### src/rtl/armleocpu_icache_responder.sv
// rtl/armleocpu_icache_responder.sv - direct-mapped one-word-per-line instruction cache responder
// Completes fetch commands from the core; misses fill from backing memory, FLUSH_ALL walks all lines.
module armleocpu_icache_responder #(
    parameter int LINES_W = 4
) (
    input  logic        clk,
    input  logic        rst_n,
    input  logic [3:0]  c_cmd,
    input  logic [31:0] c_address,
    output logic        c_done,
    output logic [3:0]  c_response,
    output logic [31:0] c_load_data,
    output logic        m_req_valid,
    input  logic        m_req_ready,
    output logic [31:0] m_req_addr,
    input  logic        m_resp_valid,
    input  logic [31:0] m_resp_data,
    input  logic        m_resp_error
);

    localparam int LINES = 1 << LINES_W;
    localparam int TAG_W = 30 - LINES_W;

    localparam logic [3:0] CACHE_CMD_NONE      = 4'd0;
    localparam logic [3:0] CACHE_CMD_EXECUTE   = 4'd1;
    localparam logic [3:0] CACHE_CMD_FLUSH_ALL = 4'd4;

    localparam logic [3:0] CACHE_RESPONSE_SUCCESS     = 4'd0;
    localparam logic [3:0] CACHE_RESPONSE_ACCESSFAULT = 4'd1;
    localparam logic [3:0] CACHE_RESPONSE_MISSALIGNED = 4'd3;
    localparam logic [3:0] CACHE_RESPONSE_UNKNOWNCMD  = 4'd4;

    typedef enum logic [2:0] {
        S_IDLE,
        S_RESP,
        S_MREQ,
        S_MWAIT,
        S_FLUSH
    } state_t;

    state_t             r_state;
    state_t             w_state_nxt;

    logic [LINES-1:0]   r_valid;
    logic [TAG_W-1:0]   r_tag  [LINES];
    logic [31:0]        r_data [LINES];
    logic [LINES_W-1:0] r_flush_cnt;
    logic [29:0]        r_addr;

    logic               r_done;
    logic [3:0]         r_response;
    logic [31:0]        r_load_data;

    logic [LINES_W-1:0] w_in_idx;
    logic [TAG_W-1:0]   w_in_tag;
    logic [LINES_W-1:0] w_fill_idx;
    logic [TAG_W-1:0]   w_fill_tag;
    logic               w_hit;
    logic               w_accept;
    logic               w_fill;
    logic               w_flush_start;
    logic               w_flush_clr;
    logic               w_done_nxt;
    logic [3:0]         w_response_nxt;
    logic [31:0]        w_load_data_nxt;

    // Lookup uses the live command address; fills use the word address latched at accept.
    assign w_in_idx   = c_address[LINES_W+1:2];
    assign w_in_tag   = c_address[31:LINES_W+2];
    assign w_fill_idx = r_addr[LINES_W-1:0];
    assign w_fill_tag = r_addr[29:LINES_W];
    assign w_hit      = r_valid[w_in_idx] && (r_tag[w_in_idx] == w_in_tag);
    assign w_accept   = (r_state == S_IDLE) || (r_state == S_RESP);

    assign c_done      = r_done;
    assign c_response  = r_response;
    assign c_load_data = r_load_data;
    assign m_req_valid = (r_state == S_MREQ);
    assign m_req_addr  = {r_addr, 2'b00};

    always_comb begin
        w_state_nxt     = r_state;
        w_done_nxt      = 1'b0;
        w_response_nxt  = CACHE_RESPONSE_SUCCESS;
        w_load_data_nxt = 32'd0;
        w_fill          = 1'b0;
        w_flush_start   = 1'b0;
        w_flush_clr     = 1'b0;
        case (r_state)
            S_IDLE, S_RESP: begin
                case (c_cmd)
                    CACHE_CMD_NONE: begin
                        w_state_nxt = S_IDLE;
                    end
                    CACHE_CMD_EXECUTE: begin
                        if (c_address[1:0] != 2'b00) begin
                            w_state_nxt    = S_RESP;
                            w_done_nxt     = 1'b1;
                            w_response_nxt = CACHE_RESPONSE_MISSALIGNED;
                        end else if (w_hit) begin
                            w_state_nxt     = S_RESP;
                            w_done_nxt      = 1'b1;
                            w_load_data_nxt = r_data[w_in_idx];
                        end else begin
                            w_state_nxt = S_MREQ;
                        end
                    end
                    CACHE_CMD_FLUSH_ALL: begin
                        w_state_nxt   = S_FLUSH;
                        w_flush_start = 1'b1;
                    end
                    default: begin
                        w_state_nxt    = S_RESP;
                        w_done_nxt     = 1'b1;
                        w_response_nxt = CACHE_RESPONSE_UNKNOWNCMD;
                    end
                endcase
            end
            S_MREQ: begin
                if (m_req_ready) begin
                    w_state_nxt = S_MWAIT;
                end
            end
            S_MWAIT: begin
                if (m_resp_valid) begin
                    w_state_nxt = S_RESP;
                    w_done_nxt  = 1'b1;
                    if (m_resp_error) begin
                        w_response_nxt = CACHE_RESPONSE_ACCESSFAULT;
                    end else begin
                        w_fill          = 1'b1;
                        w_load_data_nxt = m_resp_data;
                    end
                end
            end
            S_FLUSH: begin
                w_flush_clr = 1'b1;
                if (r_flush_cnt == LINES_W'(LINES - 1)) begin
                    w_state_nxt = S_RESP;
                    w_done_nxt  = 1'b1;
                end
            end
            default: begin
                w_state_nxt = S_IDLE;
            end
        endcase
    end

    always_ff @(posedge clk) begin
        if (!rst_n) begin
            r_state     <= S_IDLE;
            r_valid     <= '0;
            r_flush_cnt <= '0;
            r_addr      <= '0;
            r_done      <= 1'b0;
            r_response  <= CACHE_RESPONSE_SUCCESS;
            r_load_data <= 32'd0;
        end else begin
            r_state     <= w_state_nxt;
            r_done      <= w_done_nxt;
            r_response  <= w_response_nxt;
            r_load_data <= w_load_data_nxt;
            if (w_accept) begin
                r_addr <= c_address[31:2];
            end
            if (w_flush_start) begin
                r_flush_cnt <= '0;
            end else if (r_state == S_FLUSH) begin
                r_flush_cnt <= r_flush_cnt + LINES_W'(1);
            end
            if (w_fill) begin
                r_valid[w_fill_idx] <= 1'b1;
            end
            if (w_flush_clr) begin
                r_valid[r_flush_cnt] <= 1'b0;
            end
        end
    end

    // Line payload needs no reset: a line is only ever read while its valid bit is set.
    always_ff @(posedge clk) begin
        if (rst_n && w_fill) begin
            r_tag[w_fill_idx]  <= w_fill_tag;
            r_data[w_fill_idx] <= m_resp_data;
        end
    end

endmodule
### config.mk
export PLATFORM = sky130hd
export DESIGN_NAME = armleocpu_icache_responder
export DESIGN_NICKNAME = d
export VERILOG_FILES = /design/src/rtl/armleocpu_icache_responder.sv
export SDC_FILE = /design/constraint.sdc
export NUM_CORES = 1
export LEC_CHECK = 0
export CORE_AREA = 2 2 243 485
export CTS_BUF_LIST = sky130_fd_sc_hd__clkbuf_16
export DETAILED_ROUTE_END_ITERATION = 8
export DIE_AREA = 0 0 245 487
export HOLD_SLACK_MARGIN = 0.1
export PLACE_DENSITY = 0.55
export SYNTH_ARGS = -nofsm -noshare
export SYNTH_HDL_FRONTEND = slang
export SYNTH_SLANG_ARGS = --single-unit
### constraint.sdc
create_clock -name clk -period 5.3 [get_ports clk]
set_input_delay 0.53 -clock clk [delete_from_list [all_inputs] [get_ports clk]]
set_output_delay 0.53 -clock clk [all_outputs]
set_load 0.005 [all_outputs]
==> impl_metrics.py <==
metrics = {
    "cts": {
        "cts_hold_buf": 0,
        "clk_pin_slew_worst_paths_ps": 60,
        "postCtsResizedCells": 0,
        "insertion_delay_ps": 670,
        "cts_setup_buffers": 0,
        "clock_path_buffers": 3,
        "clockRootBuffer": "clkbuf_16",
        "cts_tree": "built",
        "numCtsBuffers": 98,
        "htreeDepth": 3,
        "cts_sinks": 1017,
    },
    "logic_synthesis": {
        "syn-cell-area_um2": 39160,
        "synth_top_area_share_pct": 71.16,
        "async_flop_share_pct": 0,
        "synth_top_cell_by_area": "edfxtp_1",
        "yosys-top-cells-area": "edfxtp_1, mux4_2, dfxtp_1, mux2i_1, nand2_1",
        "synth_edf_count": 928,
        "synth_area_per_cell_um2": 20.74,
        "synthCells": 1888,
        "ys.flop_type": "edfxtp_1",
        "yosysSeqAreaShare_pct": 75.71,
        "ys_types": 56,
        "synth_warnings": 0,
        "synth_seq_cells": 1017,
    },
    "placement": {
        "place_area_um2": 42680,
        "place.gp.congestion": 0.7412,
        "dp_hpwl_um": 50650,
        "io_buffers": 139,
    },
    "drt": {
        "ant_nets": 0,
        "wl_per_cell_um": 25.47,
        "first_pass_iters": 5,
        "drt_iter0_markers": 1486,
        "drc": 0,
        "via_count": 19040,
        "drt-total-wl_um": 94220,
        "viasPerCell": 5.147,
    },
    "job": {
        "maxCapViolCount": 0,
    },
    "floorplanning": {
        "die_x_um": 245,
        "core_area_um2": 115800,
        "row_count": 177,
        "die_area_um2": 119300,
        "die_h_um": 487,
        "start_util_pct": 33.81,
        "ios": 143,
    },
    "setup_path": {
        "crit_path_cell_trace": "buf_8 > mux4_1 > mux4_2 > xnor2_1 > nand3_1 > nor4_2 > nand3_4 > buf_4 > o21ai_2",
        "path_max_fanout": 54,
        "crit_path_end_kind": "register",
        "critPathTopFamily": "multiplexers",
        "path_class": "input port to register",
        "cp_slowest_stage_delay_ps": 630,
        "arrival_ps": 4040,
        "critPathBufInv": 2,
        "cpMaxStageDelayCell": "mux4_1",
        "cp.required_ps": 5880,
        "worstSetupStartpointType": "input port",
    },
    "timing": {
        "final.setup.tns_ps": 0,
        "fmax_ghz": 0.2893,
        "setup_viol": 0,
        "slew_headroom_pct": 24.20,
        "drv_slew": 0,
        "finClkSkew_ps": 22.91,
        "rsz0062_at_grt": "no",
        "worst_pin_slew_ps": 1134,
        "min_period_ps": 3457,
        "hold_viol": 0,
        "timing.final.crit_share_pct": 65.22,
    },
    "global_routing": {
        "grt_pass1_wl_um": 137800,
        "grt_start_max_net_pins": 67,
        "globalRouteTotalUtil_pct": 15.87,
        "grt_pass1_vias": 19874,
        "antenna_found_initial": 3,
        "grt_overflow": 0,
    },
    "pwr": {
        "p_clk_share_pct": 42.3,
        "power_frac_comb_pct": 4.3,
        "leakagePower_nw": 14.64,
        "power.density_nw_per_um2": 360.7,
        "power.share.switching_pct": 20.64,
        "irDropWorstVdd_v": 0.0004173,
        "p_seq_share_pct": 53.3,
        "p_int_mw": 13.15,
        "switching_power_mw": 3.419,
    },
    "cells_and_area": {
        "final_area_um2": 45930,
        "syn_to_final_growth_pct": 17.29,
        "nNetsFinal": 2168,
        "drive_gt1_share_pct": 24.12,
    },
    "status": {
        "status": "completed",
    },
    "hold_path": {
        "min_path_type": "input port to register",
    },
}
## placed cells by master (no fill, tap or decap), drive strengths merged, types with 3 or more instances in the layout
cell type and instances:
bufinv 12, clkdlybuf4s50 134, xnor2 25, mux2i 52, nor2b 11, a31oi 4
buf 63, a21boi 30, a221oi 10, nor2 57, a22o 5, inv 55
mux4 253, nand4 7, xor2 9, a21oi 15, ha 4, nor3 8
a22oi 8, edfxtp 928, nand2b 10, mux2 12, nand2 117, nand3 9
clkinv 53, clkbuf 101, conb 3, o21ai 54, or2 5, dfxtp 89
o22ai 9
## kinds of logic (layout without fill, tap and decap cells)
family | Yosys count | after routing | share of synthesized area (%)
buffers and inverters | 132 | 419 | 1.693
other | 1 | 4 | 0.009575
adders and majority gates | 4 | 4 | 0.1278
and+or+nand+nor | 238 | 238 | 2.703
AOI/OAI and AO/OA | 145 | 145 | 2.728
xor gates and xnor gates | 34 | 34 | 0.7604
DFF | 1017 | 1017 | 75.71
muxes | 317 | 317 | 16.27
## through the flow
step / util [%] / hold WS, ps / setup WS (ps) / std cells / power (mW)
finish: 39.66 / 413.9 / 1843 / 3699 / 16.57
global route: 39.66 / 377.9 / 1708 / 3698 / 17.12
CTS: 39.66 / 357.1 / 1865 / 3698 / 16.74
detailed placement: 36.85 / 472.1 / 1182 / 3512 / 9.736
global placement: 36.85 / 457.8 / 1161 / 3512 / 9.726
floorplan: - / 446.2 / 903.4 / 1890 / 9.422
## worst paths after layout
path,cells after the start,start,to,slack (ps)
min,2,rst_n,r_addr[12],410
min reg2reg,2,r_valid[8],r_valid[8],480
max reg2reg,8,r_tag[9][20],c_load_data[19],1980
max,9,c_address[2],c_load_data[19],1840
## registers in the layout (all words and copies together), names as in the netlist
register     cells
r_flush_cnt      4
c_load_data     32
r_state          3
r_tag          416
r_addr          30
c_response       3
c_done           1
r_data         512
r_valid         16
## power by group through the flow
| stage | registers, mW | clock network [mW] | logic, mW |
|---|---|---|---|
| floorplan | 8.98 | 0 | 0.442 |
| finish | 8.84 | 7.01 | 0.716 |
| detailed placement | 9.01 | 0 | 0.726 |
| CTS | 8.84 | 7.18 | 0.728 |
| global route | 8.84 | 7.50 | 0.772 |
| global placement | 9.01 | 0 | 0.720 |
## area by class of cell
| cell class | count | area, um2 |
|---|---|---|
| fill | 10306 | 69890 |
| inverter | 36 | 135.1 |
| sequential | 1017 | 29650 |
| antenna | 1 | 2.502 |
| clock inverter | 85 | 720.7 |
| tap | 1521 | 1903 |
| clock buffer | 101 | 2527 |
| multi-input combinational | 741 | 8999 |
| timing repair buffer | 197 | 1997 |
## metal layers
| metal | global-route usage, % | up-vias | wire (um) | part of all wire, % |
|---|---|---|---|---|
| met3 | 2.993 | 127 | 5583 | 5.9 |
| met5 | 0 | - | 44 | 0.047 |
| met2 | 25.95 | 587 | 46050 | 49 |
| li1 | - | 8102 | - | - |
| met4 | 3.508 | 6 | 1428 | 1.5 |
| met1 | 22.03 | 10218 | 41110 | 44 |
## synth_stat cells, types with 2 or more instances
cell and n:
o22ai_1 9, nor3_1 8, o21ai_2 30, o21ai_0 22, nand4_1 7, nand2b_1 10, a31oi_1 4, ha_1 4
buf_4 14, and3b_1 2, dfxtp_1 89, mux4_1 5, mux4_2 248, or2_2 5, edfxtp_1 928, or3_1 2
a21boi_0 30, a221oi_1 9, buf_1 6, nor2b_1 11, nand2_1 117, o2111ai_1 2, o21ai_1 2, clkbuf_1 36
nand3_1 8, buf_6 8, a22o_1 5, nor2_1 57, xnor2_1 25, inv_1 36, mux2_2 12, a22oi_1 8
nor3b_1 2, and2_1 2, xor2_1 9, a21oi_1 15, mux2i_1 52, buf_2 31
Note: power is estimated with default switching activity, not from simulation.
